### config.mk
export PLATFORM = sky130hd
export DESIGN_NAME = add_result_stage
export DESIGN_NICKNAME = d
export VERILOG_FILES = /design/src/rtl/add_result_stage.sv
export SDC_FILE = /design/constraint.sdc
export NUM_CORES = 1
export LEC_CHECK = 0
export ABC_AREA = 1
export CORE_MARGIN = 2
export CORE_UTILIZATION = 30
export CTS_BUF_LIST = sky130_fd_sc_hd__clkbuf_8
export DETAILED_ROUTE_END_ITERATION = 16
export GPL_ROUTABILITY_DRIVEN = 0
export HOLD_SLACK_MARGIN = 0.1
export PLACE_DENSITY = 0.55
export SLEW_MARGIN = 20
export SYNTH_ARGS = -nofsm -noshare
export SYNTH_HDL_FRONTEND = slang
export SYNTH_SLANG_ARGS = --single-unit
### constraint.sdc
create_clock -name clk -period 6.6 [get_ports clk]
set_input_delay 1.32 -clock clk [delete_from_list [all_inputs] [get_ports clk]]
set_output_delay 1.32 -clock clk [all_outputs]
set_load 0.01 [all_outputs]
### src/rtl/add_result_stage.sv
// Result capture stage behind the carry-select adder: flags each sum, optionally
// saturates it on signed overflow, and buffers it in a 2-entry FIFO.
module add_result_stage #(
    parameter int WIDTH = 32
) (
    input  logic             clk,
    input  logic             rst_n,
    input  logic             in_valid,
    output logic             in_ready,
    input  logic [WIDTH-1:0] in_sum,
    input  logic             in_cout,
    input  logic             in_a_msb,
    input  logic             in_b_msb,
    input  logic             sat_en,
    input  logic             flush,
    output logic             out_valid,
    input  logic             out_ready,
    output logic [WIDTH-1:0] out_sum,
    output logic             out_cout,
    output logic             out_zero,
    output logic             out_neg,
    output logic             out_ovf,
    output logic [7:0]       ovf_cnt,
    output logic [15:0]      done_cnt
);

    function automatic logic detect_ovf(input logic a_msb, input logic b_msb,
                                        input logic s_msb);
        return (a_msb == b_msb) && (s_msb != a_msb);
    endfunction

    // Clamp toward the operands' sign: both negative -> most negative, else most positive.
    function automatic logic signed [WIDTH-1:0] saturate(
        input logic signed [WIDTH-1:0] raw,
        input logic                    ovf,
        input logic                    en,
        input logic                    a_msb
    );
        if (en && ovf)
            return a_msb ? {1'b1, {(WIDTH-1){1'b0}}} : {1'b0, {(WIDTH-1){1'b1}}};
        return raw;
    endfunction

    function automatic logic [7:0] sat_inc8(input logic [7:0] v);
        return (v == 8'hFF) ? v : v + 8'd1;
    endfunction

    logic signed [WIDTH-1:0] sum_p0;
    logic                    ovf_p0;
    logic                    zero_p0;
    logic                    neg_p0;

    logic signed [WIDTH-1:0] sum_p1  [2];
    logic                    cout_p1 [2];
    logic                    zero_p1 [2];
    logic                    neg_p1  [2];
    logic                    ovf_p1  [2];

    logic [1:0] count_q;
    logic       wr_ptr;
    logic       rd_ptr;
    logic       push;
    logic       pop;

    // p0: flag and saturate the raw adder result
    always_comb begin
        ovf_p0  = detect_ovf(in_a_msb, in_b_msb, in_sum[WIDTH-1]);
        sum_p0  = saturate($signed(in_sum), ovf_p0, sat_en, in_a_msb);
        zero_p0 = (sum_p0 == '0);
        neg_p0  = sum_p0[WIDTH-1];
    end

    // rst_n gates in_ready so nothing is taken while reset is held.
    assign in_ready  = rst_n & (count_q != 2'd2) & ~flush;
    assign out_valid = (count_q != 2'd0);
    assign push      = in_valid & in_ready;
    assign pop       = out_valid & out_ready & ~flush;

    // p1: two-entry storage
    always_ff @(posedge clk) begin
        if (push) begin
            sum_p1[wr_ptr]  <= sum_p0;
            cout_p1[wr_ptr] <= in_cout;
            zero_p1[wr_ptr] <= zero_p0;
            neg_p1[wr_ptr]  <= neg_p0;
            ovf_p1[wr_ptr]  <= ovf_p0;
        end
    end

    always_ff @(posedge clk or negedge rst_n) begin
        if (!rst_n) begin
            count_q  <= 2'd0;
            wr_ptr   <= 1'b0;
            rd_ptr   <= 1'b0;
            ovf_cnt  <= 8'd0;
            done_cnt <= 16'd0;
        end else if (flush) begin
            count_q <= 2'd0;
            wr_ptr  <= 1'b0;
            rd_ptr  <= 1'b0;
        end else begin
            if (push)
                wr_ptr <= ~wr_ptr;
            if (pop)
                rd_ptr <= ~rd_ptr;
            case ({push, pop})
                2'b10:   count_q <= count_q + 2'd1;
                2'b01:   count_q <= count_q - 2'd1;
                default: count_q <= count_q;
            endcase
            if (push && ovf_p0)
                ovf_cnt <= sat_inc8(ovf_cnt);
            if (pop)
                done_cnt <= done_cnt + 16'd1;
        end
    end

    always_comb begin
        out_sum  = '0;
        out_cout = 1'b0;
        out_zero = 1'b0;
        out_neg  = 1'b0;
        out_ovf  = 1'b0;
        if (out_valid) begin
            out_sum  = sum_p1[rd_ptr];
            out_cout = cout_p1[rd_ptr];
            out_zero = zero_p1[rd_ptr];
            out_neg  = neg_p1[rd_ptr];
            out_ovf  = ovf_p1[rd_ptr];
        end
    end

endmodule

==> results of run 1 <==
worst max path at each step:
stage | start | endpoint | slack, ps | depth (start not counted)
floorplan | flush | cout_p1[0] | 2860 | 5
global placement | rst_n | in_ready | 2340 | 5
detailed placement | rst_n | in_ready | 2310 | 5
CTS | rst_n | in_ready | 2310 | 5
global route | rst_n | in_ready | 2230 | 5
finish | rst_n | in_ready | 2330 | 5
power by group through the flow:
stage | logic [uW] | clock network, uW | registers, uW
detailed placement | 447 | 0 | 762
finish | 444 | 470 | 748
CTS | 449 | 483 | 749
global placement | 444 | 0 | 761
floorplan | 202 | 0 | 762
global route | 485 | 507 | 755
metal layers:
metal	vias to the layer above	track usage [%]	part of all wire, %
met5	-	0	0
met4	0	4.008	0.70
met3	5	3.993	6.4
met2	80	21.88	47
met1	1591	17.66	46
li1	1680	-	-
stage by stage:
step           utilization (%)  cell area (um^2)  hold slack [ps]  instances  worst slack [ps]
2_1_floorplan                -              4472            484.3        448              2862
3_3_place_gp             39.17              5693            474.6        720              2341
3_5_place_dp             39.17              5693            477.8        720              2308
4_1_cts                  40.87              5941            497.5        736              2307
5_1_grt                  41.25              5996            517.4        738              2232
6_report                 41.25              5996            492.2        738              2331
cell families (layout without fill, tap and decap cells):
group | count (synthesis) | after routing
DFF | 98 | 98
xor gates and xnor gates | 21 | 21
and+or+nand+nor | 225 | 225
adders and majority gates | 2 | 2
buffers and inverters | 48 | 154
muxes | 1 | 1
AOI/OAI and AO/OA | 53 | 53
Yosys cell counts:
library cell / count / share of area [%]
a21boi_0: 1 / 0.17
nor3b_1: 1 / 0.17
mux2_2: 1 / 0.25
nand2_2: 3 / 0.42
nand3_1: 11 / 1.2
nand3b_4: 1 / 0.45
clkbuf_1: 11 / 0.92
nor2_1: 17 / 1.4
a21oi_1: 36 / 4.0
buf_4: 1 / 0.17
nor2_2: 4 / 0.56
a21oi_2: 1 / 0.20
nand4_1: 9 / 1.3
buf_2: 4 / 0.45
dfrtp_1: 28 / 16
o21ai_1: 2 / 0.22
inv_2: 5 / 0.42
nor3_1: 1 / 0.11
xor2_1: 10 / 2.0
o21ai_0: 13 / 1.5
edfxtp_1: 70 / 47
nor2_4: 4 / 1.0
nand2_1: 170 / 14
inv_1: 25 / 2.1
xnor2_1: 11 / 2.2
buf_1: 1 / 0.084
nand3_4: 2 / 0.78
clkinv_2: 1 / 0.11
nand3b_1: 1 / 0.17
ha_1: 2 / 0.56
nand3_2: 1 / 0.22
registers in the layout (all words and copies together), names as in the netlist, 2 cells and up:
signal	cells
neg_p1	2
sum_p1	62
ovf_p1	2
done_cnt	16
ovf_cnt	8
zero_p1	2
count_q	2
cout_p1	2
final cells by class:
class	instances	area, um^2
clock buffers	9	123.9
clock inverters	7	123.9
fillers	1435	8538
inverters	31	117.6
multi-input cells	302	1499
flip-flops and latches	98	2803
well taps	184	230.2
repair buffers	107	1099
worst register-to-register path, cell delays in order (launching register included):
cell and delay, ps:
dfrtp_1 470, nor2_4 760, clkinv_2 250, nand3_4 170
inv_2 90, nand3b_4 100, nor2_4 50, nand2_2 110
nor2_2 50, xor2_1 130
==> flow_metrics.env, run 1 <==
export IMPL_status="finished clean"
export IMPL_slew_viol_final=0
export IMPL_cts_resized=0
export IMPL_ys_ff_latch=98
export IMPL_wire_per_inst_um=14.69
export IMPL_p_per_area_mw_per_mm2=277.2
export IMPL_reg2reg_to="done_cnt[10]"
export IMPL_synth_compound_area_share_pct=6.072
export IMPL_crit_chain="clkdlybuf4s50_1 > buf_4 > nand2_1 > a21oi_2 > clkdlybuf4s50_1"
export IMPL_p_comb_share_pct=26.7
export IMPL_fin_skew_ps=12.43
export IMPL_critPathTopFamily="buffers and inverters"
export IMPL_tightest_slew_ps=975.7
export IMPL_grt_max_degree=38
export IMPL_yosysSeqAreaShare_pct=62.67
export IMPL_wl_um=10840
export IMPL_ff2ff_path_depth=9
export IMPL_synth_top_family_by_area="simple AND/OR/NAND/NOR gates"
export IMPL_whs_endpoint="done_cnt[12]"
export IMPL_drt_pass1_iter_count=4
export IMPL_vias=3356
export IMPL_dieHeight_um=126.1
export IMPL_tns_ps=0
export IMPL_cp_max_fo=29
export IMPL_numCtsBuffers=9
export IMPL_yosysWarningCount=0
export IMPL_synth_xor_area_share_pct=4.113
export IMPL_io_pins=103
export IMPL_io_buffers=102
export IMPL_seq_power_share_pct=45.0
export IMPL_timing_critical_path_mode_cell="clkdlybuf4s50_1"
export IMPL_dieArea_mm2=0.01590
export IMPL_r2r_setup_slack_ps=4320
export IMPL_cts_sinks=98
export IMPL_drv_cap=0
export IMPL_rsz0062_at_grt="false"
export IMPL_cts_root_buf="clkbuf_8"
export IMPL_cpPeakStageDelay_ps=560
export IMPL_switching_share_pct=29.38
export IMPL_total_leakage_power_uw=0.002461
export IMPL_intPower_uw=1174
export IMPL_p_clk_share_pct=28.3
export IMPL_max_freq_ghz=0.2343
export IMPL_layout_min_cycle_time_ps=4269
export IMPL_initial_core_util_pct=30.77
export IMPL_yosys_area_share_adder_pct=0.5596
export IMPL_reg2reg_from="count_q[1]"
export IMPL_syn_area_mm2=0.004472
export IMPL_syn_area_per_cell_um2=9.982
export IMPL_drc=0
export IMPL_synth_fp_nets=491
export IMPL_hold_violations=0
export IMPL_nNetsFinal=592
export IMPL_synthMuxAreaShare_pct=0.2518
export IMPL_critPathSlowestCell="clkdlybuf4s50_1"
export IMPL_clk_latency_ps=360
export IMPL_viasPerCell=4.547
export IMPL_p_total_uw=1662
export IMPL_synthSimpleGateAreaFrac_pct=22.08
export IMPL_n_antenna_cell=0
export IMPL_area_delta_synth_final_pct=34.08
export IMPL_placement_rows=44
export IMPL_h_tree_depth=3
export IMPL_p_sw_uw=488.3
export IMPL_synth_cell_types=31
export IMPL_antenna_found_initial=0
export IMPL_setup_violations=0
export IMPL_fin_crit_sh_pct=64.68
export IMPL_syn_inst=448
export IMPL_drt_iter0_drc=168
export IMPL_hp_class="reg2reg"
export IMPL_cts_setup_buffers=0
export IMPL_cts_buffer_depth=2
export IMPL_irDropWorstVdd_uv=132.0
export IMPL_final_cell_mix="nand2_1 (170), clkdlybuf4s50_1 (102), edfxtp_1 (70), a21oi_1 (36), dfrtp_1 (28)"
export IMPL_crit_arrival_ps=2950
export IMPL_cts_hold_buffers_added=0
export IMPL_grt_pass1_wl_um=16910
export IMPL_setup_worst_path_start_class="input pin"
export IMPL_cts_tree="built"
export IMPL_die_w_um=126.1
export IMPL_drive_gt1_share_pct=8.303
export IMPL_track_usage_pct=13.53
export IMPL_required_ps=5280
export IMPL_final_common_cell="nand2_1"
export IMPL_hold_path_depth=1
export IMPL_critPathBufInv=3
export IMPL_max_slew_margin_rel_pct=34.80
export IMPL_dp_hpwl_um=7163
export IMPL_overflow=0
export IMPL_end_kind="primary output"
export IMPL_worstHoldStart="done_cnt[12]"
export IMPL_path_clk_slew_ps=100
export IMPL_core_area_mm2=0.01453
export IMPL_antenna_left=0
export IMPL_path_class="in2out"
export IMPL_grt_pass1_vias=3267
(Power assumes the default switching activity.)
==> run 2: changes to the inputs <==
Settings changed: PLACE_DENSITY 0.55 to 0.57.
Clock period 6.6 ns to 3.68 ns, I/O delays scaled along.
==> run 2 against run 1 <==
  * Non-clock buffer count is 2 higher
  * Register-to-register slack worse by 2700 ps
  * Power is 69% higher
  * Global-route usage is 0.55 points higher
  * Die area stayed put
  * Cell count is 0.27% higher
  * Combinational power is 80% higher
  * Final area is 1.5% lower
  * Count of clock-buffer cells in the layout stayed put
==> flow_metrics.env, run 2 (same netlist as run 1, synthesis figures left out) <==
export IMPL_initial_core_util_pct=30.77
export IMPL_hold_violations=0
export IMPL_dieArea_mm2=0.01590
export IMPL_grt_pass1_vias=3431
export IMPL_tns_ps=0
export IMPL_required_ps=2940
export IMPL_placedCellCount=724
export IMPL_fin_crit_sh_pct=82.18
export IMPL_final_common_cell="nand2_1"
export IMPL_track_usage_pct=14.08
export IMPL_drive_gt1_share_pct=8.094
export IMPL_antenna_left=0
export IMPL_path_clk_slew_ps=90
export IMPL_ff2ff_path_depth=9
export IMPL_viasPerCell=4.600
export IMPL_n_antenna_cell=0
export IMPL_final_cell_mix="nand2_1 (170), clkdlybuf4s50_1 (102), edfxtp_1 (70), a21oi_1 (36), dfrtp_1 (28)"
export IMPL_reg2reg_from="count_q[1]"
export IMPL_cts_setup_buffers=0
export IMPL_area_delta_synth_final_pct=32.09
export IMPL_max_slew_margin_rel_pct=52.43
export IMPL_placement_rows=44
export IMPL_final_cells=740
export IMPL_core_area_mm2=0.01453
export IMPL_io_buffers=102
export IMPL_vias=3404
export IMPL_clk_latency_ps=370
export IMPL_max_freq_ghz=0.3307
export IMPL_end_kind="primary output"
export IMPL_dp_hpwl_um=7241
export IMPL_grt_max_degree=38
export IMPL_worstHoldStart="done_cnt[15]"
export IMPL_p_per_area_mw_per_mm2=476.1
export IMPL_largest_reg_flops=62
export IMPL_fin_skew_ps=12.23
export IMPL_antenna_found_initial=0
export IMPL_cts_root_buf="clkbuf_8"
export IMPL_dieHeight_um=126.1
export IMPL_slew_viol_final=0
export IMPL_io_pins=103
export IMPL_h_tree_depth=3
export IMPL_cts_tree="built"
export IMPL_total_leakage_power_uw=0.002432
export IMPL_crit_path_start="count_q[1]"
export IMPL_drt_iter0_drc=237
export IMPL_regMostFlops="sum_p1"
export IMPL_status="finished clean"
export IMPL_numCtsBuffers=9
export IMPL_wire_per_inst_um=14.71
export IMPL_cp_max_fo=25
export IMPL_cts_hold_buffers_added=0
export IMPL_drt_pass1_iter_count=5
export IMPL_drv_cap=0
export IMPL_hold_path_depth=2
export IMPL_overflow=0
export IMPL_nNetsFinal=594
export IMPL_layout_min_cycle_time_ps=3024
export IMPL_cts_buffer_depth=2
export IMPL_reg_largest_list="sum_p1 x62, done_cnt x16, ovf_cnt x8"
export IMPL_irDropWorstVdd_uv=309.4
export IMPL_hp_class="reg2reg"
export IMPL_path_class="reg2out"
export IMPL_cts_sinks=98
export IMPL_tightest_slew_ps=712.6
export IMPL_wl_um=10890
export IMPL_die_w_um=126.1
export IMPL_setup_violations=0
export IMPL_crit_arrival_ps=2290
export IMPL_rsz0062_at_grt="false"
export IMPL_setup_worst_path_start_class="flip-flop"
export IMPL_grt_pass1_wl_um=17520
export IMPL_cts_resized=0
export IMPL_drc=0
[run 2: cell types whose count changed in the layout (fill, tap and decap cells not counted)]
cell / change
buf_16: -2
buf_4: +4
bufinv_16: -2
clkinv_1: +2
clkinv_2: +1
clkinv_4: -1
inv_1: +1
inv_8: -1
[run 2: final timing paths]
path / end / slack (ps)
max reg2reg: done_cnt[10] / 1660
min: done_cnt[15] / 500
min reg2reg: done_cnt[15] / 500
max in group asynchronous: done_cnt[2] / 2620
min in group asynchronous: count_q[1] / 790
max: out_sum[18] / 660
[run 2: layout make-up]
class                   count  area (um^2)
well taps                 184        230.2
inverters                  31        117.6
repair buffers            109         1074
multi-input cells         302         1499
fillers                  1434         8627
clock inverters             7        60.06
clock buffers               9        123.9
flip-flops and latches     98         2803
[run 2: stage by stage]
stage	instance area, um^2	hold WS, ps	setup WS [ps]	power [uW]	utilization, %
after floorplan	4472	440.4	526.0	1729	-
after global placement	5723	467.0	915.2	2168	39.38
after detailed placement	5723	480.3	902.0	2175	39.38
after CTS	5907	501.8	595.6	2847	40.64
after global routing	5907	538.1	512.7	2966	40.64
final	5907	495.4	655.9	2812	40.64
[run 2: critical path, cell delays in order (launching register included)]
cell and delay, ps:
dfrtp_1 470, nor2_4 550, buf_4 320, a21oi_1 80, clkdlybuf4s50_1 480
[run 2: power by group]
group / switching (uW) / internal [uW] / leakage [uW]
clock network: 364 / 308 / 0.0000997
registers: 74.6 / 1270 / 0.00102
logic: 419 / 380 / 0.00131
[run 2: routing by layer]
| layer | share of wire [%] | GRT usage, % | vias up |
|---|---|---|---|
| met4 | 1.6 | 5.107 | 0 |
| met1 | 45 | 18.68 | 1611 |
| met5 | 0 | 0 | - |
| met2 | 46 | 22.11 | 105 |
| met3 | 6.9 | 3.951 | 12 |
| li1 | - | - | 1676 |
==> run 3: changes to the inputs <==
Clock period 3.68 ns to 2.6 ns, I/O delays scaled along.
==> run 3 against run 2 <==
  * Clock skew is 1.4 ps higher
  * Worst hold slack worse by 1.8 ps
  * Register-to-register slack worse by 850 ps
  * Global-route usage is 0.35 points lower
  * Flip-flop and latch count stayed put
  * Largest cell class unchanged
==> flow_metrics.env, run 3 (same netlist as run 1, synthesis figures left out) <==
export IMPL_cts_setup_buffers=0
export IMPL_largest_reg_flops=62
export IMPL_grt_pass1_wl_um=16870
export IMPL_drt_pass1_iter_count=5
export IMPL_cts_hold_buffers_added=0
export IMPL_core_area_mm2=0.01453
export IMPL_tightest_slew_ps=397.8
export IMPL_vias=3374
export IMPL_final_cell_mix="nand2_1 (170), clkdlybuf4s50_1 (99), edfxtp_1 (70), a21oi_1 (36), dfrtp_1 (28)"
export IMPL_nNetsFinal=598
export IMPL_cp_max_fo=17
export IMPL_worstHoldStart="done_cnt[15]"
export IMPL_dieArea_mm2=0.01590
export IMPL_hold_violations=0
export IMPL_setup_worst_path_start_class="flip-flop"
export IMPL_grt_pass1_vias=3270
export IMPL_dp_hpwl_um=7403
export IMPL_clk_latency_ps=370
export IMPL_numCtsBuffers=9
export IMPL_slew_viol_final=0
export IMPL_grt_max_degree=36
export IMPL_status="finished clean"
export IMPL_initial_core_util_pct=30.77
export IMPL_area_delta_synth_final_pct=34.64
export IMPL_required_ps=2080
export IMPL_crit_path_start="rd_ptr"
export IMPL_cpPeakStageDelay_ps=580
export IMPL_regMostFlops="sum_p1"
export IMPL_viasPerCell=4.535
export IMPL_final_area_mm2=0.006021
export IMPL_post_route_util_pct=41.43
export IMPL_end_kind="primary output"
export IMPL_track_usage_pct=13.73
export IMPL_num_fill_cells=1443
export IMPL_setup_violations=0
export IMPL_max_freq_ghz=0.4030
export IMPL_layout_min_cycle_time_ps=2481
export IMPL_reg2reg_from="count_q[1]"
export IMPL_drive_gt1_share_pct=9.107
export IMPL_crit_chain="clkinv_4 > buf_12 > nand2_1 > a21oi_1 > clkdlybuf4s50_1"
export IMPL_p_per_area_mw_per_mm2=672.1
export IMPL_total_leakage_power_uw=0.002517
export IMPL_antenna_found_initial=0
export IMPL_wire_per_inst_um=14.73
export IMPL_irDropWorstVdd_uv=314.0
export IMPL_die_w_um=126.1
export IMPL_reg_largest_list="sum_p1 x62, done_cnt x16, ovf_cnt x8"
export IMPL_n_antenna_cell=0
export IMPL_hp_class="reg2reg"
export IMPL_max_slew_margin_rel_pct=73.42
export IMPL_path_clk_slew_ps=90
export IMPL_drc=0
export IMPL_dieHeight_um=126.1
export IMPL_final_cells=744
export IMPL_overflow=0
export IMPL_p_total_uw=4046
export IMPL_cts_sinks=98
export IMPL_path_class="reg2out"
export IMPL_placedCellCount=728
export IMPL_cts_root_buf="clkbuf_8"
export IMPL_cts_buffer_depth=2
export IMPL_wl_um=10960
export IMPL_critPathSlowestCell="clkdlybuf4s50_1"
export IMPL_drt_iter0_drc=279
export IMPL_placement_rows=44
export IMPL_cts_tree="built"
export IMPL_fin_crit_sh_pct=95.43
export IMPL_io_buffers=102
export IMPL_h_tree_depth=3
export IMPL_final_common_cell="nand2_1"
export IMPL_crit_arrival_ps=1960
export IMPL_dpl_cell_area_mm2=0.005803
export IMPL_rsz0062_at_grt="false"
export IMPL_io_pins=103
export IMPL_antenna_left=0
export IMPL_drv_cap=0
export IMPL_fin_skew_ps=13.63
[run 3: changes by cell type in the layout (fill, tap and decap cells not counted)]
| cell | delta |
|---|---|
| buf_12 | +5 |
| buf_4 | -1 |
| clkdlybuf4s50_1 | -3 |
| clkinv_1 | -2 |
| clkinv_4 | +2 |
| clkinvlp_4 | +1 |
| dlymetal6s2s_1 | +3 |
| inv_2 | -1 |
[run 3: stage by stage]
stage                     setup TNS (ps)  worst slack [ps]  hold slack (ps)
after global routing                   0             1.048            517.5
after CTS                         -4.891            -4.891            503.7
after floorplan                   -23660            -338.0            224.4
after detailed placement               0             146.4            481.7
final                                  0             118.7            493.6
after global placement                 0             153.9            466.6
[run 3: power breakdown]
part / leakage [uW] / switching (uW) / internal (uW)
sequential: 0.00102 / 109 / 1790
clock: 0.000101 / 532 / 443
combinational: 0.00140 / 600 / 570
total: 0.00252 / 1240 / 2810
[run 3: layout make-up]
cell class	instances	area, um^2	share of cell area (%)
multi-input cells	302	1499	24.90
inverters	31	122.6	2.037
clock buffers	9	123.9	2.057
clock inverters	7	68.82	1.143
well taps	184	230.2	3.824
repair buffers	113	1174	19.49
flip-flops and latches	98	2803	46.55
[run 3: what timing repair did]
item                       CTS  global route
hold endpoints to repair     0             0
resized for setup            3             5
setup endpoints to repair    7            11
[run 3: worst paths after layout]
kind,endpoint,slack [ps],cells past startpoint
hold reg to reg,done_cnt[15],490,2
min in group asynchronous,done_cnt[7],570,2
setup / recovery,out_sum[22],120,5
setup reg to reg,done_cnt[12],810,10
max in group asynchronous,ovf_cnt[7],1760,2
hold / removal,done_cnt[15],490,2
[run 3: critical path, delay by kind of cell (launching register included)]
family / cells / cell delay [ps]
compound gates: 1 / 180
buf+inv: 3 / 900
flops: 1 / 450
simple gates: 1 / 60
[run 3: layer usage]
| metal | track usage [%] | part of all wire [%] |
|---|---|---|
| met2 | 22.04 | 47 |
| met4 | 5.818 | 1.8 |
| met5 | 0 | 0 |
| met3 | 3.229 | 5.5 |
| met1 | 17.83 | 45 |
